## src/rtl/piso_tx.sv

```systemverilog
// piso_tx: parallel-in serial-out transmitter with a one-entry hold buffer.
// Serializes WIDTH-bit words MSB first, one bit per cycle, back-to-back frames.
//
// Parameters:
//   WIDTH       parallel word width in bits (2..32)
// Ports:
//   clk         rising-edge clock
//   reset       synchronous active-low reset
//   datain      parallel word to serialize
//   load_valid  sender has a valid word on datain
//   load_ready  block can accept a word this cycle (hold buffer empty)
//   dataout     serial output bit (0 whenever dout_valid is low)
//   dout_valid  dataout carries a frame bit
//   busy        state is not IDLE
//   frame_done  pulse with the last bit of a frame on dataout
// Build option:
//   PISO_PARITY_EN  when defined, each frame ends with an even-parity bit
//                   (XOR of the frame's word), giving WIDTH+1 bits per frame.

module piso_tx #(
    parameter int WIDTH = 4
) (
    input  logic             clk,
    input  logic             reset,
    input  logic [WIDTH-1:0] datain,
    input  logic             load_valid,
    output logic             load_ready,
    output logic             dataout,
    output logic             dout_valid,
    output logic             busy,
    output logic             frame_done
);

    localparam int CW = $clog2(WIDTH);
    localparam logic [CW-1:0] LAST = CW'(WIDTH - 1);

`ifdef PISO_PARITY_EN
    typedef enum logic [1:0] {
        IDLE   = 2'd0,
        SHIFT  = 2'd1,
        PARITY = 2'd2
    } state_t;
`else
    typedef enum logic [0:0] {
        IDLE  = 1'b0,
        SHIFT = 1'b1
    } state_t;
`endif

    state_t           state_q, state_d;
    logic [WIDTH-1:0] shreg_q, shreg_d;
    logic [WIDTH-1:0] hold_q, hold_d;
    logic             hold_full_q, hold_full_d;
    logic [CW-1:0]    cnt_q, cnt_d;
`ifdef PISO_PARITY_EN
    logic             par_q, par_d;
`endif

    logic             accept;
    logic             last_data;
    logic             nxt_load;
    logic [WIDTH-1:0] nxt_word;

    // The hold buffer is the only storage for a pending word, so the
    // block is ready exactly when that buffer is empty.
    assign load_ready = ~hold_full_q;
    assign accept     = load_valid & load_ready;
    assign last_data  = (state_q == SHIFT) && (cnt_q == LAST);

    // Word that starts the next frame at a frame boundary: a buffered
    // word has priority; otherwise one accepted in this very cycle.
    // Both can never be present at once because accept needs an
    // empty buffer.
    assign nxt_load = hold_full_q | accept;
    assign nxt_word = hold_full_q ? hold_q : datain;

    always_ff @(posedge clk) begin
        if (!reset) begin
            state_q     <= IDLE;
            shreg_q     <= '0;
            hold_q      <= '0;
            hold_full_q <= 1'b0;
            cnt_q       <= '0;
`ifdef PISO_PARITY_EN
            par_q       <= 1'b0;
`endif
        end else begin
            state_q     <= state_d;
            shreg_q     <= shreg_d;
            hold_q      <= hold_d;
            hold_full_q <= hold_full_d;
            cnt_q       <= cnt_d;
`ifdef PISO_PARITY_EN
            par_q       <= par_d;
`endif
        end
    end

    always_comb begin
        state_d     = state_q;
        shreg_d     = shreg_q;
        hold_d      = hold_q;
        hold_full_d = hold_full_q;
        cnt_d       = cnt_q;
`ifdef PISO_PARITY_EN
        par_d       = par_q;
`endif
        dataout     = 1'b0;
        dout_valid  = 1'b0;
        busy        = 1'b0;
        frame_done  = 1'b0;

        unique case (state_q)
            IDLE: begin
                if (accept) begin
                    state_d = SHIFT;
                    shreg_d = datain;
                    cnt_d   = '0;
`ifdef PISO_PARITY_EN
                    par_d   = ^datain;
`endif
                end
            end

            SHIFT: begin
                dout_valid = 1'b1;
                busy       = 1'b1;
                dataout    = shreg_q[WIDTH-1];
                shreg_d    = shreg_q << 1;
                cnt_d      = cnt_q + CW'(1);
`ifdef PISO_PARITY_EN
                // Data bits are done; the parity bit still follows, so a
                // word offered now waits in the hold buffer.
                if (last_data) begin
                    state_d = PARITY;
                    cnt_d   = '0;
                end
                if (accept) begin
                    hold_d      = datain;
                    hold_full_d = 1'b1;
                end
`else
                if (last_data) begin
                    frame_done = 1'b1;
                    cnt_d      = '0;
                    if (nxt_load) begin
                        state_d     = SHIFT;
                        shreg_d     = nxt_word;
                        hold_full_d = 1'b0;
                    end else begin
                        state_d = IDLE;
                    end
                end else if (accept) begin
                    hold_d      = datain;
                    hold_full_d = 1'b1;
                end
`endif
            end

`ifdef PISO_PARITY_EN
            PARITY: begin
                dout_valid = 1'b1;
                busy       = 1'b1;
                dataout    = par_q;
                frame_done = 1'b1;
                cnt_d      = '0;
                if (nxt_load) begin
                    state_d     = SHIFT;
                    shreg_d     = nxt_word;
                    par_d       = ^nxt_word;
                    hold_full_d = 1'b0;
                end else begin
                    state_d = IDLE;
                end
            end
`endif

            default: begin
                state_d     = IDLE;
                cnt_d       = '0;
                hold_full_d = 1'b0;
            end
        endcase
    end

endmodule
```

## config.mk

```make
export PLATFORM = sky130hd
export DESIGN_NAME = piso_tx
export DESIGN_NICKNAME = d
export VERILOG_FILES = /design/src/rtl/piso_tx.sv
export SDC_FILE = /design/constraint.sdc
export NUM_CORES = 1
export LEC_CHECK = 0
export BUFFER_PORTS_ARGS = -buffer_cell sky130_fd_sc_hd__buf_2
export CORE_MARGIN = 2
export CORE_UTILIZATION = 45
export DETAILED_ROUTE_END_ITERATION = 7
export GPL_ROUTABILITY_DRIVEN = 0
export GPL_TIMING_DRIVEN = 0
export HOLD_SLACK_MARGIN = 0.05
export PLACE_DENSITY = 0.67
export SYNTH_ARGS = -nofsm -noshare
export SYNTH_HDL_FRONTEND = slang
export SYNTH_SLANG_ARGS = --single-unit
```

## constraint.sdc

```tcl
create_clock -name clk -period 1.7 [get_ports clk]
set_input_delay 0.085 -clock clk [delete_from_list [all_inputs] [get_ports clk]]
set_output_delay 0.085 -clock clk [all_outputs]
set_load 0.03 [all_outputs]
```

==> impl_metrics.env <==
export IMPL_tightest_slew_ns=0.287
export IMPL_grt_use_met1_pct=21.2
export IMPL_finClkSkew_ns=0.00461
export IMPL_clockBufferDepth=2
export IMPL_dp_hpwl_um=844
export IMPL_globalRouteOverflowTotal=0
export IMPL_ys_types=27
export IMPL_setup_tns_ns=0
export IMPL_synthFlopType="dfxtp_1"
export IMPL_avgSynthCellArea_um2=9.54
export IMPL_antenna_found_initial=0
export IMPL_wl_um=1220
export IMPL_post_cts_setup_buffer_count=0
export IMPL_crit_start="cnt_q[0]$_SDFFE_PN0P_"
export IMPL_io_buffers=11
export IMPL_critPathMaxFanout=10
export IMPL_clock_sinks=12
export IMPL_dpl_cell_area_um2=713
export IMPL_fill_cells=113
export IMPL_endpoint="frame_done"
export IMPL_ios=12
export IMPL_hold_buffers=0
export IMPL_vias=506
export IMPL_cp_top_family="buffers and inverters"
export IMPL_crit_required_ns=1.62
export IMPL_tritoncts="yes"
export IMPL_final_area_um2=749
export IMPL_cellPowerDensity_mw_per_mm2=889
export IMPL_syn_inst=67
export IMPL_final_common_cell="dfxtp_1"
export IMPL_final_cell_mix="12 x dfxtp_1, 11 x buf_2, 7 x nor2b_1"
export IMPL_crit_cells=5
export IMPL_finalHoldViolCount=0
export IMPL_rsz0062_at_grt="false"
export IMPL_r2r_end="shreg_q[1]$_SDFFE_PN0P_"
export IMPL_grt_pass1_wl_um=1930
export IMPL_cp_end_kind="primary output"
export IMPL_vias_per_cell=5.22
export IMPL_ff2ff_path_depth=5
export IMPL_async_reset_ff_share_pct=0
export IMPL_hold_slack_ns=0.0655
export IMPL_first_global_vias=433
export IMPL_worstHoldPathType="in -> reg"
export IMPL_rows=13
export IMPL_fp_dieArea_mm2=0.00174
export IMPL_cts_resized_gates=0
export IMPL_ant_nets=0
export IMPL_syn_area_um2=639
export IMPL_path_cells="ha_1 > buf_4 > nand2_1 > inv_1 > buf_2"
export IMPL_leakage_nw=0.313
export IMPL_htreeDepth=1
export IMPL_status="completed"
export IMPL_final_setup_viol_count=0
export IMPL_core_area_mm2=0.00132
export IMPL_cap_violations=0
export IMPL_track_usage_pct=14.4
export IMPL_critical_path_max_stage_delay_ns=0.36
export IMPL_max_freq_mhz=720
export IMPL_min_period_over_period_pct=81.7
export IMPL_fin_crit_ns=1.39
export IMPL_cp_arrival_ns=1.30
export IMPL_start_util_pct=48.5
export IMPL_die_h_um=41.7
export IMPL_num_antenna_cells=0
export IMPL_start_kind="register"
export IMPL_reg2reg_slack_ns=0.31
export IMPL_synth_edf_count=0
export IMPL_peakVddDrop_mv=0.638
export IMPL_ys_ff_latch=12
export IMPL_cpMaxStageDelayCell="dfxtp_1"
export IMPL_drtIter0Drc=3
export IMPL_grt_use_met3_pct=2.61
export IMPL_drive_gt1_share_pct=31.7
export IMPL_top_usage_layer="met1"
export IMPL_first_pass_iters=4
export IMPL_clk_pin_slew_ns=0.08
export IMPL_maxSlewViolCount=0
export IMPL_insertion_delay_ns=0.27
export IMPL_fp_dieW_um=41.7
export IMPL_syn_nets=75
export IMPL_holdPathStages=3
export IMPL_fin_nets=91
export IMPL_cp_buffers_inverters=3
export IMPL_yosysSeqAreaShare_pct=37.6
export IMPL_worst_setup_path_type="reg -> out"
export IMPL_routedWlPerCell_um=12.6
export IMPL_max_slew_margin_pct=80.7
export IMPL_yosysWarnings=0
export IMPL_r2r_start="hold_full_q$_SDFFE_PN0P_"
export IMPL_use_met2_pct=20.3
export IMPL_drcViolationCount=0
export IMPL_cts_root_buffer="clkbuf_4"
export IMPL_syn_to_final_growth_pct=17.2
export IMPL_cts_made_buffers=3
export IMPL_grt_max_degree=11
[cells by family (layout without fill, tap and decap cells)]
logic type | count (synthesis) | after routing | share of synthesized area [%]
AND/OR/NAND/NOR | 24 | 24 | 21.5
AO/OA/AOI/OAI | 14 | 14 | 15.9
flip-flops | 12 | 12 | 37.6
multiplexers | 8 | 8 | 14.3
buffers and inverters | 8 | 23 | 8.81
adder cells (fa/ha/maj) | 1 | 1 | 1.96
[final cells by class]
type | instances | area (µm²) | area share (%)
Timing Repair Buffer | 11 | 55.1 | 7.35
Multi-Input combinational cell | 47 | 343 | 45.7
Inverter | 2 | 7.51 | 1.00
Buffer | 6 | 48.8 | 6.51
Clock buffer | 4 | 36.3 | 4.84
Sequential cell | 12 | 240 | 32.1
Tap cell | 15 | 18.8 | 2.50
[registers in the layout, indices dropped and copies added (netlist names)]
| register | cells |
|---|---|
| cnt_q | 2 |
| hold_full_q | 1 |
| hold_q | 4 |
| shreg_q | 4 |
| state_q | 1 |
[cells in the mapped netlist, types with 2 or more instances]
cell	n	area [µm²]
nor2b_1	7	43.8
and2_1	2	12.5
nor3b_1	2	15.0
o21ai_1	2	10.0
mux2i_1	5	50.1
inv_1	2	7.51
nand2_1	4	15.0
a21oi_1	3	15.0
a41oi_1	2	17.5
dfxtp_1	12	240
mux2_4	2	30.0
nand3_1	6	30.0
buf_4	4	30.0
[routing by layer]
metal  share of wire (%)  vias up
met5                   0        -
li1                    -      266
met1                  50      230
met3                 2.4        2
met4                 1.1        0
met2                  46        8
[through the flow]
| step | util [%] | setup WS, ns | power [mW] | instances |
|---|---|---|---|---|
| finish | 56.9 | 0.312 | 0.666 | 97 |
| floorplan | - | 0.457 | 0.412 | 67 |
| global placement | 54.1 | 0.323 | 0.443 | 93 |
| detailed placement | 54.1 | 0.327 | 0.444 | 93 |
| CTS | 56.9 | 0.289 | 0.674 | 97 |
| global route | 56.9 | 0.227 | 0.702 | 97 |
[worst min-delay path: stages]
cell and delay [ns]:
buf_2 0.12, o21ai_2 0.06, a41oi_2 0.03
[power by group]
group | internal [mW] | switching, mW
Sequential | 0.300 | 0.0157
Clock | 0.130 | 0.0984
Combinational | 0.0601 | 0.0616
[how the worst min path moves through the flow]
stage | startpoint | to | slack [ns]
finish | reset | shreg_q[1]$_SDFFE_PN0P_ | 0.07
global route | reset | shreg_q[1]$_SDFFE_PN0P_ | 0.06
CTS | reset | shreg_q[1]$_SDFFE_PN0P_ | 0.06
detailed placement | reset | shreg_q[1]$_SDFFE_PN0P_ | 0.35
global placement | reset | shreg_q[1]$_SDFFE_PN0P_ | 0.35
floorplan | reset | shreg_q[1]$_SDFFE_PN0P_ | 0.20
(Power assumes the default switching activity.)
